File: src/rtl/symbolic_qkd_sift_collector.sv
`default_nettype none
// ============================================================================
// symbolic_qkd_sift_collector
//   Drives the symbolic QKD register through arm/measure attempts and sifts
//   released bytes into a key word. Optional macro: QKD_PAD_CHECK_EN.
//   Revision: 1.0
// ============================================================================
module symbolic_qkd_sift_collector #(
  parameter int         KEY_BYTES    = 4,
  parameter logic [3:0] AUTH_ID      = 4'hA,
  parameter int         MAX_ATTEMPTS = 16
) (
  input  logic                   clk,
  input  logic                   reset,
  input  logic                   start,
  input  logic [1:0]             basis_guess,
  input  logic [1:0]             phase_guess,
  input  logic [7:0]             time_now,
  output logic                   reg_init,
  output logic                   reg_read,
  output logic [1:0]             reg_basis,
  output logic [1:0]             reg_phase,
  output logic [3:0]             reg_identity,
  output logic [7:0]             reg_time,
  input  logic [7:0]             reg_value,
  input  logic                   reg_oe,
  input  logic                   reg_pad_en,
  output logic [8*KEY_BYTES-1:0] key_data,
  output logic                   key_valid,
  input  logic                   key_ready,
  output logic                   busy,
  output logic [7:0]             attempt_count,
  output logic [7:0]             fail_count,
  output logic                   abort
);

  localparam int               IDX_W     = $clog2(KEY_BYTES + 1);
  localparam int               KEY_W     = 8 * KEY_BYTES;
  localparam logic [IDX_W-1:0] IDX_FULL  = IDX_W'(KEY_BYTES);
  localparam logic [7:0]       ATT_LIMIT = 8'(MAX_ATTEMPTS);

  typedef enum logic [2:0] {
    S_IDLE   = 3'd0,
    S_INIT   = 3'd1,
    S_SETTLE = 3'd2,
    S_READ   = 3'd3,
    S_EVAL   = 3'd4,
    S_DONE   = 3'd5,
    S_ABORT  = 3'd6
  } state_t;

  state_t           state_q, state_d;
  logic [3:0]       guess_q, guess_d;
  logic [IDX_W-1:0] idx_q, idx_d;
  logic [KEY_W-1:0] key_q, key_d;
  logic [7:0]       cap_q, cap_d;
  logic             hit_q, hit_d;
  logic             tamper_q, tamper_d;
  logic [7:0]       att_q, att_d;
  logic [7:0]       fail_q, fail_d;
  logic             abort_q, abort_d;
  logic             reg_init_q, reg_init_d;
  logic             reg_read_q, reg_read_d;
  logic             key_valid_q, key_valid_d;
  logic             busy_q, busy_d;

  logic             hit_now;
  logic             tamper_now;
  logic [7:0]       att_inc;
  logic [7:0]       fail_inc;
  logic [IDX_W-1:0] idx_inc;

`ifdef QKD_PAD_CHECK_EN
  assign hit_now    = reg_oe && reg_pad_en;
  assign tamper_now = reg_oe && !reg_pad_en;
`else
  logic unused_pad;
  assign unused_pad = reg_pad_en;
  assign hit_now    = reg_oe;
  assign tamper_now = 1'b0;
`endif

  assign att_inc  = (att_q  == 8'hFF) ? att_q  : att_q  + 8'd1;
  assign fail_inc = (fail_q == 8'hFF) ? fail_q : fail_q + 8'd1;
  assign idx_inc  = idx_q + 1'b1;

  always_comb begin
    state_d  = state_q;
    guess_d  = guess_q;
    idx_d    = idx_q;
    key_d    = key_q;
    cap_d    = cap_q;
    hit_d    = hit_q;
    tamper_d = tamper_q;
    att_d    = att_q;
    fail_d   = fail_q;
    abort_d  = abort_q;

    case (state_q)
      S_IDLE: begin
        if (start) begin
          guess_d  = {basis_guess, phase_guess};
          att_d    = 8'd0;
          fail_d   = 8'd0;
          idx_d    = '0;
          key_d    = '0;
          abort_d  = 1'b0;
          state_d  = S_INIT;
        end
      end
      S_INIT:   state_d = S_SETTLE;
      S_SETTLE: state_d = S_READ;
      S_READ: begin
        hit_d    = hit_now;
        tamper_d = tamper_now;
        cap_d    = reg_value;
        state_d  = S_EVAL;
      end
      S_EVAL: begin
        att_d = att_inc;
        if (hit_q) begin
          for (int b = 0; b < KEY_BYTES; b++) begin
            if (idx_q == IDX_W'(b)) key_d[8*b +: 8] = cap_q;
          end
          idx_d = idx_inc;
        end else begin
          fail_d  = fail_inc;
          guess_d = guess_q + 4'd1;
        end
        // A completing hit wins even on the last budgeted attempt.
        if (hit_q && (idx_inc == IDX_FULL)) state_d = S_DONE;
        else if (tamper_q)                  state_d = S_ABORT;
        else if (att_inc >= ATT_LIMIT)      state_d = S_ABORT;
        else                                state_d = S_INIT;
      end
      S_DONE: begin
        if (key_ready) begin
          key_d   = '0;
          state_d = S_IDLE;
        end
      end
      S_ABORT:  state_d = S_IDLE;
      default:  state_d = S_IDLE;
    endcase

    // Entering ABORT zeroizes the partial key and raises the sticky flag.
    if (state_d == S_ABORT) begin
      key_d   = '0;
      abort_d = 1'b1;
    end

    reg_init_d  = (state_d == S_INIT);
    reg_read_d  = (state_d == S_READ);
    key_valid_d = (state_d == S_DONE);
    busy_d      = (state_d != S_IDLE);
  end

  always_ff @(posedge clk) begin
    if (reset) begin
      state_q     <= S_IDLE;
      guess_q     <= 4'd0;
      idx_q       <= '0;
      key_q       <= '0;
      cap_q       <= 8'd0;
      hit_q       <= 1'b0;
      tamper_q    <= 1'b0;
      att_q       <= 8'd0;
      fail_q      <= 8'd0;
      abort_q     <= 1'b0;
      reg_init_q  <= 1'b0;
      reg_read_q  <= 1'b0;
      key_valid_q <= 1'b0;
      busy_q      <= 1'b0;
    end else begin
      state_q     <= state_d;
      guess_q     <= guess_d;
      idx_q       <= idx_d;
      key_q       <= key_d;
      cap_q       <= cap_d;
      hit_q       <= hit_d;
      tamper_q    <= tamper_d;
      att_q       <= att_d;
      fail_q      <= fail_d;
      abort_q     <= abort_d;
      reg_init_q  <= reg_init_d;
      reg_read_q  <= reg_read_d;
      key_valid_q <= key_valid_d;
      busy_q      <= busy_d;
    end
  end

  assign reg_init      = reg_init_q;
  assign reg_read      = reg_read_q;
  assign reg_basis     = guess_q[3:2];
  assign reg_phase     = guess_q[1:0];
  assign reg_identity  = AUTH_ID;
  assign reg_time      = time_now;
  assign key_data      = key_q;
  assign key_valid     = key_valid_q;
  assign busy          = busy_q;
  assign attempt_count = att_q;
  assign fail_count    = fail_q;
  assign abort         = abort_q;

endmodule
`default_nettype wire

File: config.mk
export PLATFORM = sky130hd
export DESIGN_NAME = symbolic_qkd_sift_collector
export DESIGN_NICKNAME = d
export VERILOG_FILES = /design/src/rtl/symbolic_qkd_sift_collector.sv
export SDC_FILE = /design/constraint.sdc
export NUM_CORES = 1
export LEC_CHECK = 0
export CAP_MARGIN = 10
export CORE_ASPECT_RATIO = 1.25
export CORE_MARGIN = 2
export CORE_UTILIZATION = 40
export DETAILED_ROUTE_END_ITERATION = 10
export PLACE_DENSITY = 0.75
export SETUP_SLACK_MARGIN = 0.05
export SYNTH_ARGS = -nofsm -noshare
export SYNTH_HDL_FRONTEND = slang
export SYNTH_SLANG_ARGS = --single-unit
File: constraint.sdc
create_clock -name clk -period 2.17 [get_ports clk]
set_clock_uncertainty 0.1 [all_clocks]
set_input_delay 0.3255 -clock clk [delete_from_list [all_inputs] [get_ports clk]]
set_output_delay 0.3255 -clock clk [all_outputs]
set_load 0.02 [all_outputs]
Word level (Yosys, flattened, before mapping)
Index checks and enable logic that the tools add are counted.
- reductions and logical operators: 18
- $add $sub $neg: 4
- $mul: 0
- bitwise logic cells: 0
- mux-type cells: 28
- order comparisons: 1
- shifts and indexed selects: 0
- equal/unequal tests: 24
- divide/modulo/power cells: 0
- operators with widths (cell ; number):
    $mux W32 ; 3
    $pmux W32 S3 ; 1
    $mux W8 ; 8
    $pmux W8 S2 ; 2
    $reduce_and A5 Y1 ; 4
    $mux W3 ; 6
    $ne A2 B2 Y1 const B ; 9
    $pmux W3 S6 ; 1
    $add A8 B1 Y8 const B ; 2
    $eq A8 B8 Y1 const B ; 2
    $eq A3 B2 Y1 const B ; 5
    $eq A3 B3 Y1 const B ; 5
    $eq A3 B1 Y1 const B ; 3
    $ge A8 B5 Y1 const B ; 1
    $mux W4 ; 2
    $pmux W4 S2 ; 1
    $logic_not A3 Y1 ; 2
    $pmux W3 S2 ; 1
    $reduce_and A3 Y1 ; 2
    $reduce_bool A2 Y1 ; 3
    $reduce_bool A3 Y1 ; 2
    $add A4 B1 Y4 const B ; 1
    $reduce_and A2 Y1 ; 2
    $reduce_and A4 Y1 ; 1
    4 further kinds ; 6
- input port bits: 26
- RAM bits: 0
- memory bits (read-only): 0
- register bits: 72
- output and inout bits: 69
- latch bits: 0
- word-level logic and storage cells: 91
- memories: 0

Depth between registers and ports, before layout
Gate-level depths: netlist of run 1.
- depth in word-level cells: 9
- depth in mapped cells: 7
- gate-level depth less buffers: 6

Least setup slack after synthesis of run 1
No wires, ideal clock.
- path type: flip-flop to flip-flop
- from: register att_q[0], in the netlist attempt_count[0]
- to: register key_q[0], in the netlist key_data[0]
- setup slack: 0.205 ns
- data arrival time: 1.801 ns
- stages on the path, launching flop included: 8
- clock period less this slack: 1.965 ns
- data required time: 2.005 ns
- path through: dfxtp_1 -> ha_1 -> nand2_1 -> nor4_1 -> o32ai_2 -> a31o_4 -> buf_6 -> nor2_1
- longest elaborated chain between the ends: 8
- RTL lines (element ; line ; RTL):
    from (decl) ; 59 ; logic [7:0] att_q, att_d;
    from (signal assigned) ; 182 ; att_q <= att_d;
    $add A8 B1 Y8 / $eq A8 B8 Y1 (equally long branches) ; 83 ; assign att_inc = (att_q == 8'hFF) ? att_q : att_q + 8'd1;
    $mux W8 * ; 83 ;
    $ge A8 B5 Y1 * ; 133 ; else if (att_inc >= ATT_LIMIT) state_d = S_ABORT;
    $mux W3 * ; 133 ;
    $mux W3 * ; 131 ; if (hit_q && (idx_inc == IDX_FULL)) state_d = S_DONE;
    $pmux W3 S6 * ; 99 ; case (state_q)
    $eq A3 B3 Y1 * ; 147 ; if (state_d == S_ABORT) begin
    $reduce_or A2 Y1 (no line) * ; n/a ;
    to (signal assigned) ; 178 ; key_q <= key_d;
    to (decl) ; 55 ; logic [KEY_W-1:0] key_q, key_d;
Mark *: on every way between the ends. The rest lies on a longest branch, timed or not.
A chain may end at the register's enable or synchronous reset.

Worst setup path in the final report of run 1
- from: register att_q[1], in the netlist attempt_count[1]
- to: register reg_init_q, in the netlist reg_init
- longest elaborated chain between the ends: 7
- RTL lines (element ; line ; RTL):
    $add A8 B1 Y8 / $eq A8 B8 Y1 (equally long branches) ; 83 ;
    $mux W8 * ; 83 ;
    $ge A8 B5 Y1 * ; 133 ;
    $mux W3 * ; 133 ;
    $mux W3 * ; 131 ;
    $pmux W3 S6 * ; 99 ;
    $eq A3 B1 Y1 * ; 152 ; reg_init_d = (state_d == S_INIT);
    to (signal assigned) ; 185 ; reg_init_q <= reg_init_d;
    to (decl) ; 62 ; logic reg_init_q, reg_init_d;
Marked as above.

==> flow_metrics.env, run 1 <==
export IMPL_postCtsHoldBufs=0
export IMPL_drc=0
export IMPL_avgSynthCellArea_um2=8.982
export IMPL_p_leak_nw=1.692
export IMPL_diodes=0
export IMPL_min_path_type="reg -> reg"
export IMPL_min_period_ns=2.038
export IMPL_synth_cell_types=53
export IMPL_core_um2=8558
export IMPL_via_count=2988
export IMPL_hold_viol_final=0
export IMPL_gp_congestion=0.8121
export IMPL_timing_rr_end="reg_init$_SDFF_PP0_"
export IMPL_cp_endpoint="reg_init$_SDFF_PP0_"
export IMPL_min_period_over_period_pct=93.90
export IMPL_setup_ws_ns=0.1324
export IMPL_numCtsBuffers=9
export IMPL_die_area_um2=9433
export IMPL_grt_antenna_before_repair=0
export IMPL_ioPinCount=95
export IMPL_syn_cell_area_um2=3467
export IMPL_finalNetCount=499
export IMPL_cell_internal_pwr_mw=2.079
export IMPL_setup_worst_path_start_class="flip-flop"
export IMPL_p_seq_share_pct=47.8
export IMPL_clk_latency_ns=0.35
export IMPL_fp_dieH_um=108.1
export IMPL_via_per_inst=5.251
export IMPL_place_ws_ns=0.03752
export IMPL_root_buffer="clkbuf_8"
export IMPL_ys_dominant_reg_cell="dfxtp_1"
export IMPL_end_kind="flip-flop"
export IMPL_clk_pin_slew_worst_paths_ns=0.08
export IMPL_cts_tree="built"
export IMPL_htree_levels=3
export IMPL_power_switching_mw=0.7764
export IMPL_r2r_slack_ns=0.13
export IMPL_ir_drop_v=0.0003012
export IMPL_grt_max_degree=33
export IMPL_clkPwrFrac_pct=38.9
export IMPL_crit_required_ns=2.36
export IMPL_path_class="reg -> reg"
export IMPL_grt_overflow_total=0
export IMPL_die_width_um=87.27
export IMPL_power_density_nw_per_um2=622.2
export IMPL_fmax_mhz=490.8
export IMPL_synth_edf_count=0
export IMPL_io_buffer_count=73
export IMPL_cts_sinks=72
export IMPL_synth_top_area_share_pct=41.57
export IMPL_swShare_pct=27.19
export IMPL_synth_warnings=0
export IMPL_finalSetupViolCount=0
export IMPL_async_flop_share_pct=0
export IMPL_wire_per_inst_um=14.49
export IMPL_synth_area_leaders="dfxtp_1, mux2i_1, nor2_1"
export IMPL_floorplan_rows=38
export IMPL_drive_gt1_share_pct=14.07
export IMPL_crit_fanout=5
export IMPL_grtUsageTotal_pct=17.43
export IMPL_setup_tns_final_ns=0
export IMPL_tightest_slew_ns=0.5512
export IMPL_cp_startpoint="attempt_count[1]$_SDFFE_PP0P_"
export IMPL_max_cap_viol_count=0
export IMPL_area_delta_synth_final_pct=32.37
export IMPL_netlist_instances=386
export IMPL_synth_largest_area_cell="dfxtp_1"
export IMPL_reg2reg_from="attempt_count[1]$_SDFFE_PP0P_"
export IMPL_ant_nets=0
export IMPL_drtIter0Drc=154
export IMPL_ys_ff_latch=72
export IMPL_grt_pass1_vias=2799
export IMPL_drt_wl_total_um=8242
export IMPL_synth_seq_area_share_pct=41.57
export IMPL_place_hpwl_um=5690
export IMPL_fill_cells=795
export IMPL_drv_slew=0
export IMPL_cts_buffer_depth=2
export IMPL_p_comb_share_pct=13.3
export IMPL_maxSlewHeadroom_pct=63.12
export IMPL_ff2ff_path_depth=7
export IMPL_run_status="complete, no violations"
export IMPL_crit_arrival_ns=2.23
export IMPL_initial_utilization_pct=40.51
export IMPL_firstDrtPassIters=4
export IMPL_power_mw=2.855
export IMPL_fin_util_pct=53.63
export IMPL_grt_pass1_wl_um=12970
[metrics by stage]
| step | hold WS (ns) | instance area [um2] | instances |
|---|---|---|---|
| after global placement | 0.3381 | 4327 | 550 |
| after detailed placement | 0.3444 | 4327 | 550 |
| after CTS | 0.3556 | 4536 | 566 |
| after floorplan | 0.3317 | 3475 | 388 |
| final | 0.3527 | 4589 | 569 |
| after global routing | 0.3756 | 4589 | 569 |
[Yosys cell counts, drive strengths merged (4+ instances only)]
| library cell | instances |
|---|---|
| inv | 4 |
| nand2 | 36 |
| ha | 9 |
| dfxtp | 72 |
| nor2 | 63 |
| mux2i | 34 |
| buf | 25 |
| clkbuf | 9 |
| nand3 | 13 |
| o21ai | 9 |
| a21oi | 30 |
| nor4 | 4 |
| nand4 | 5 |
| and2 | 8 |
| nor3 | 10 |
| xnor2 | 7 |
| or2 | 4 |
[repair_timing]
item,CTS,global route
resized for setup,0,5
hold endpoints to repair,0,0
endpoints found under the setup margin,0,34
setup buffers,0,2
[metal layers]
| metal | routed length [um] | vias to the layer above | global-route usage [%] |
|---|---|---|---|
| met3 | 257 | 15 | 3.969 |
| li1 | - | 1474 | - |
| met1 | 3537 | 1422 | 19.97 |
| met4 | 217 | 0 | 8.571 |
| met2 | 4229 | 77 | 30.09 |
| met5 | 0 | - | 0 |
[area by class of cell]
| type | instances | area [um2] | area share [%] |
|---|---|---|---|
| multi-input cells | 279 | 1831 | 39.89 |
| flip-flops and latches | 72 | 1441 | 31.41 |
| repair buffers | 98 | 968.4 | 21.10 |
| well taps | 100 | 125.1 | 2.726 |
| clock buffers | 9 | 123.9 | 2.699 |
| clock inverters | 7 | 85.08 | 1.854 |
| inverters | 4 | 15.01 | 0.3272 |
[worst max-delay path: stages (launching register included)]
cell and delay [ns]:
dfxtp_1 0.40, ha_1 0.20, nand2_1 0.12, nor4_2 0.37, o32ai_2 0.16, buf_4 0.16
a31o_2 0.25, and3b_1 0.22
[flip-flops by register name, indices dropped and copies added (netlist names)]
name,count
hit_q,1
key_valid,1
state_q,3
idx_q,3
reg_read,1
fail_count,8
abort,1
cap_q,8
guess_q,4
reg_init,1
attempt_count,8
busy,1
key_data,32
[how the worst min path moves through the flow]
| stage | startpoint | to | slack, ns | depth (start not counted) |
|---|---|---|---|---|
| 2_1_floorplan | cap_q[0]$_SDFFE_PP0N_ | cap_q[0]$_SDFFE_PP0N_ | 0.33 | 2 |
| 3_3_place_gp | cap_q[2]$_SDFFE_PP0N_ | cap_q[2]$_SDFFE_PP0N_ | 0.34 | 2 |
| 3_5_place_dp | cap_q[2]$_SDFFE_PP0N_ | cap_q[2]$_SDFFE_PP0N_ | 0.34 | 2 |
| 4_1_cts | cap_q[2]$_SDFFE_PP0N_ | cap_q[2]$_SDFFE_PP0N_ | 0.36 | 2 |
| 5_1_grt | cap_q[5]$_SDFFE_PP0N_ | cap_q[5]$_SDFFE_PP0N_ | 0.38 | 2 |
| 6_report | cap_q[2]$_SDFFE_PP0N_ | cap_q[2]$_SDFFE_PP0N_ | 0.35 | 2 |
[power by group through the flow]
stage / clock [mW] / combinational [mW] / sequential (mW)
after global routing: 1.19 / 0.410 / 1.37
after CTS: 1.13 / 0.380 / 1.36
final: 1.11 / 0.380 / 1.36
after detailed placement: 0 / 0.378 / 1.39
after floorplan: 0 / 0.238 / 1.40
after global placement: 0 / 0.371 / 1.39
[cells by family after synthesis]
family                     after synthesis  synth area share (%)
buffers and inverters                   38                 6.965
xor gates and xnor gates                 7                 1.768
and+or+nand+nor                        165                 24.47
adders and majority gates                9                 3.248
DFF                                     72                 41.57
other                                    2                0.2166
AOI/OAI and AO/OA                       57                 11.30
muxes                                   36                 10.47
[cell usage in the layout (no fill, tap or decap), types with 3 or more instances in the layout]
cell type,n
nand3_1,13
nor4_1,3
conb_1,4
buf_4,21
nand2_1,36
nor2_2,4
a31oi_1,3
inv_1,4
a21oi_1,29
xnor2_1,7
nand4_1,5
dfxtp_1,72
and2_1,8
buf_12,4
and3_1,3
clkdlybuf4s50_1,73
nand2b_1,3
o21ai_0,8
mux2i_1,34
nor3_1,6
ha_1,9
clkbuf_8,9
nand3b_1,3
nor3_4,4
nor2_1,59
No activity file was read; power rests on OpenSTA's default activity.
==> run 2: changes to the inputs <==
==> constraint.sdc (replaced) <==
create_clock -name clk -period 2.05 [get_ports clk]
set_clock_uncertainty 0.1 [all_clocks]
set_input_delay 0.3075 -clock clk [delete_from_list [all_inputs] [get_ports clk]]
set_output_delay 0.3075 -clock clk [all_outputs]
set_load 0.02 [all_outputs]
==> run 2 against run 1 <==
Compared with the run above:
- first-iteration DRC count shrank 23%
- largest power group unchanged
- utilization grew 0.31 points
- via count grew 1.2%
==> flow_metrics.env, run 2 (synthesis gave the netlist of run 1 again) <==
export IMPL_grt_pass1_wl_um=13000
export IMPL_drt_wl_total_um=7966
export IMPL_floorplan_rows=38
export IMPL_fmax_mhz=514.3
export IMPL_whs_ns=0.3608
export IMPL_area_delta_synth_final_pct=33.13
export IMPL_drive_gt1_share_pct=16.53
export IMPL_dpl_instance_area_um2=4369
export IMPL_clk_latency_ns=0.35
export IMPL_crit_arrival_ns=1.54
export IMPL_setup_worst_path_start_class="flip-flop"
export IMPL_reg2reg_from="idx_q[0]$_SDFFE_PP0P_"
export IMPL_finalNetCount=502
export IMPL_max_cap_viol_count=0
export IMPL_diodes=0
export IMPL_root_buffer="clkbuf_8"
export IMPL_wire_per_inst_um=13.93
export IMPL_place_hpwl_um=5793
export IMPL_cts_sinks=72
export IMPL_hold_viol_final=0
export IMPL_end_kind="output port"
export IMPL_min_to="cap_q[2]$_SDFFE_PP0N_"
export IMPL_largest_reg_flops=32
export IMPL_ff2ff_path_depth=6
export IMPL_cts_tree="built"
export IMPL_drtIter0Drc=119
export IMPL_fill_cells=784
export IMPL_timing_rr_end="reg_init$_SDFF_PP0_"
export IMPL_tightest_slew_ns=0.5807
export IMPL_min_path_type="reg -> reg"
export IMPL_ant_nets=0
export IMPL_p_leak_nw=1.694
export IMPL_holdPathStages=2
export IMPL_r2r_slack_ns=0.14
export IMPL_drc=0
export IMPL_ioPinCount=95
export IMPL_crit_required_ns=1.64
export IMPL_layout_cells_non_filler=572
export IMPL_via_count=3023
export IMPL_clk_pin_slew_worst_paths_ns=0.08
export IMPL_via_per_inst=5.285
export IMPL_grt_pass1_vias=2880
export IMPL_htree_levels=3
export IMPL_ir_drop_v=0.0003233
export IMPL_setup_tns_final_ns=0
export IMPL_io_buffer_count=73
export IMPL_crit_fanout=7
export IMPL_grtUsageTotal_pct=17.57
export IMPL_fin_util_pct=53.93
export IMPL_postCtsHoldBufs=0
export IMPL_gp_congestion=0.8157
export IMPL_grt_antenna_before_repair=0
export IMPL_rsz0062_at_grt="false"
export IMPL_maxSlewHeadroom_pct=61.14
export IMPL_min_period_over_period_pct=94.85
export IMPL_place_inst=554
export IMPL_path_class="reg -> out"
export IMPL_hp_start="cap_q[2]$_SDFFE_PP0N_"
export IMPL_grt_overflow_total=0
export IMPL_initial_utilization_pct=40.51
export IMPL_numCtsBuffers=9
export IMPL_stdcell_area_um2=4616
export IMPL_fp_dieH_um=108.1
export IMPL_cts_buffer_depth=2
export IMPL_die_width_um=87.27
export IMPL_final_cell_mix="clkdlybuf4s50_1, dfxtp_1, nor2_1"
export IMPL_final_common_cell="clkdlybuf4s50_1"
export IMPL_run_status="complete, no violations"
export IMPL_min_period_ns=1.944
export IMPL_power_density_nw_per_um2=631.8
export IMPL_die_area_um2=9433
export IMPL_grt_max_degree=22
export IMPL_core_um2=8558
export IMPL_finalSetupViolCount=0
export IMPL_firstDrtPassIters=5
export IMPL_drv_slew=0
## run 2: stage by stage
| stage | total power, mW | setup slack (ns) |
|---|---|---|
| 2_1_floorplan | 1.738 | 0.08477 |
| 5_1_grt | 3.038 | 0.03286 |
| 3_3_place_gp | 1.880 | -0.005130 |
| 4_1_cts | 2.949 | 0.05942 |
| 6_report | 2.916 | 0.1055 |
| 3_5_place_dp | 1.888 | -0.06625 |
## run 2: where the power goes
group / internal, mW / switching [mW]
logic: 0.202 / 0.210
clock network: 0.463 / 0.597
registers: 1.42 / 0.0224
## run 2: layout make-up
type	count	area, um2	area share [%]
Clock inverter	7	62.56	1.355
Multi-Input combinational cell	278	1828	39.60
Sequential cell	72	1450	31.42
Inverter	4	15.01	0.3253
Tap cell	100	125.1	2.711
Timing Repair Buffer	102	1011	21.90
Clock buffer	9	123.9	2.684
## run 2: repair_timing
item / 4_1_cts / 5_1_grt
resized for setup: 5 / 10
pin swaps: 2 / 2
endpoints found under the setup margin: 14 / 37
buffers inserted: 1 / 1
## run 2: worst max-delay path: stages (launching register included)
cell	delay [ns]
dfxtp_1	0.39
buf_4	0.19
clkdlybuf4s50_1	0.61
## run 2: worst max path at each step
stage | start | endpoint | slack [ns] | cells past startpoint
floorplan | attempt_count[0]$_SDFFE_PP0P_ | key_data[0]$_SDFFE_PP0P_ | 0.08 | 7
finish | attempt_count[5]$_SDFFE_PP0P_ | attempt_count[5] | 0.11 | 2
global placement | start | fail_count[5]$_SDFFE_PP0P_ | -0.005 | 7
detailed placement | key_ready | key_data[24]$_SDFFE_PP0P_ | -0.07 | 7
CTS | state_q[0]$_SDFF_PP0_ | key_data[24]$_SDFFE_PP0P_ | 0.06 | 6
global route | attempt_count[1]$_SDFFE_PP0P_ | key_data[8]$_SDFFE_PP0P_ | 0.03 | 8
## run 2: metal layers
| metal | track usage (%) | up-vias | part of all wire, % |
|---|---|---|---|
| met5 | 0 | - | 0 |
| met4 | 9.341 | 0 | 2.6 |
| met3 | 2.977 | 17 | 4.0 |
| met2 | 30.14 | 87 | 51 |
| met1 | 20.65 | 1428 | 43 |
| li1 | - | 1491 | - |
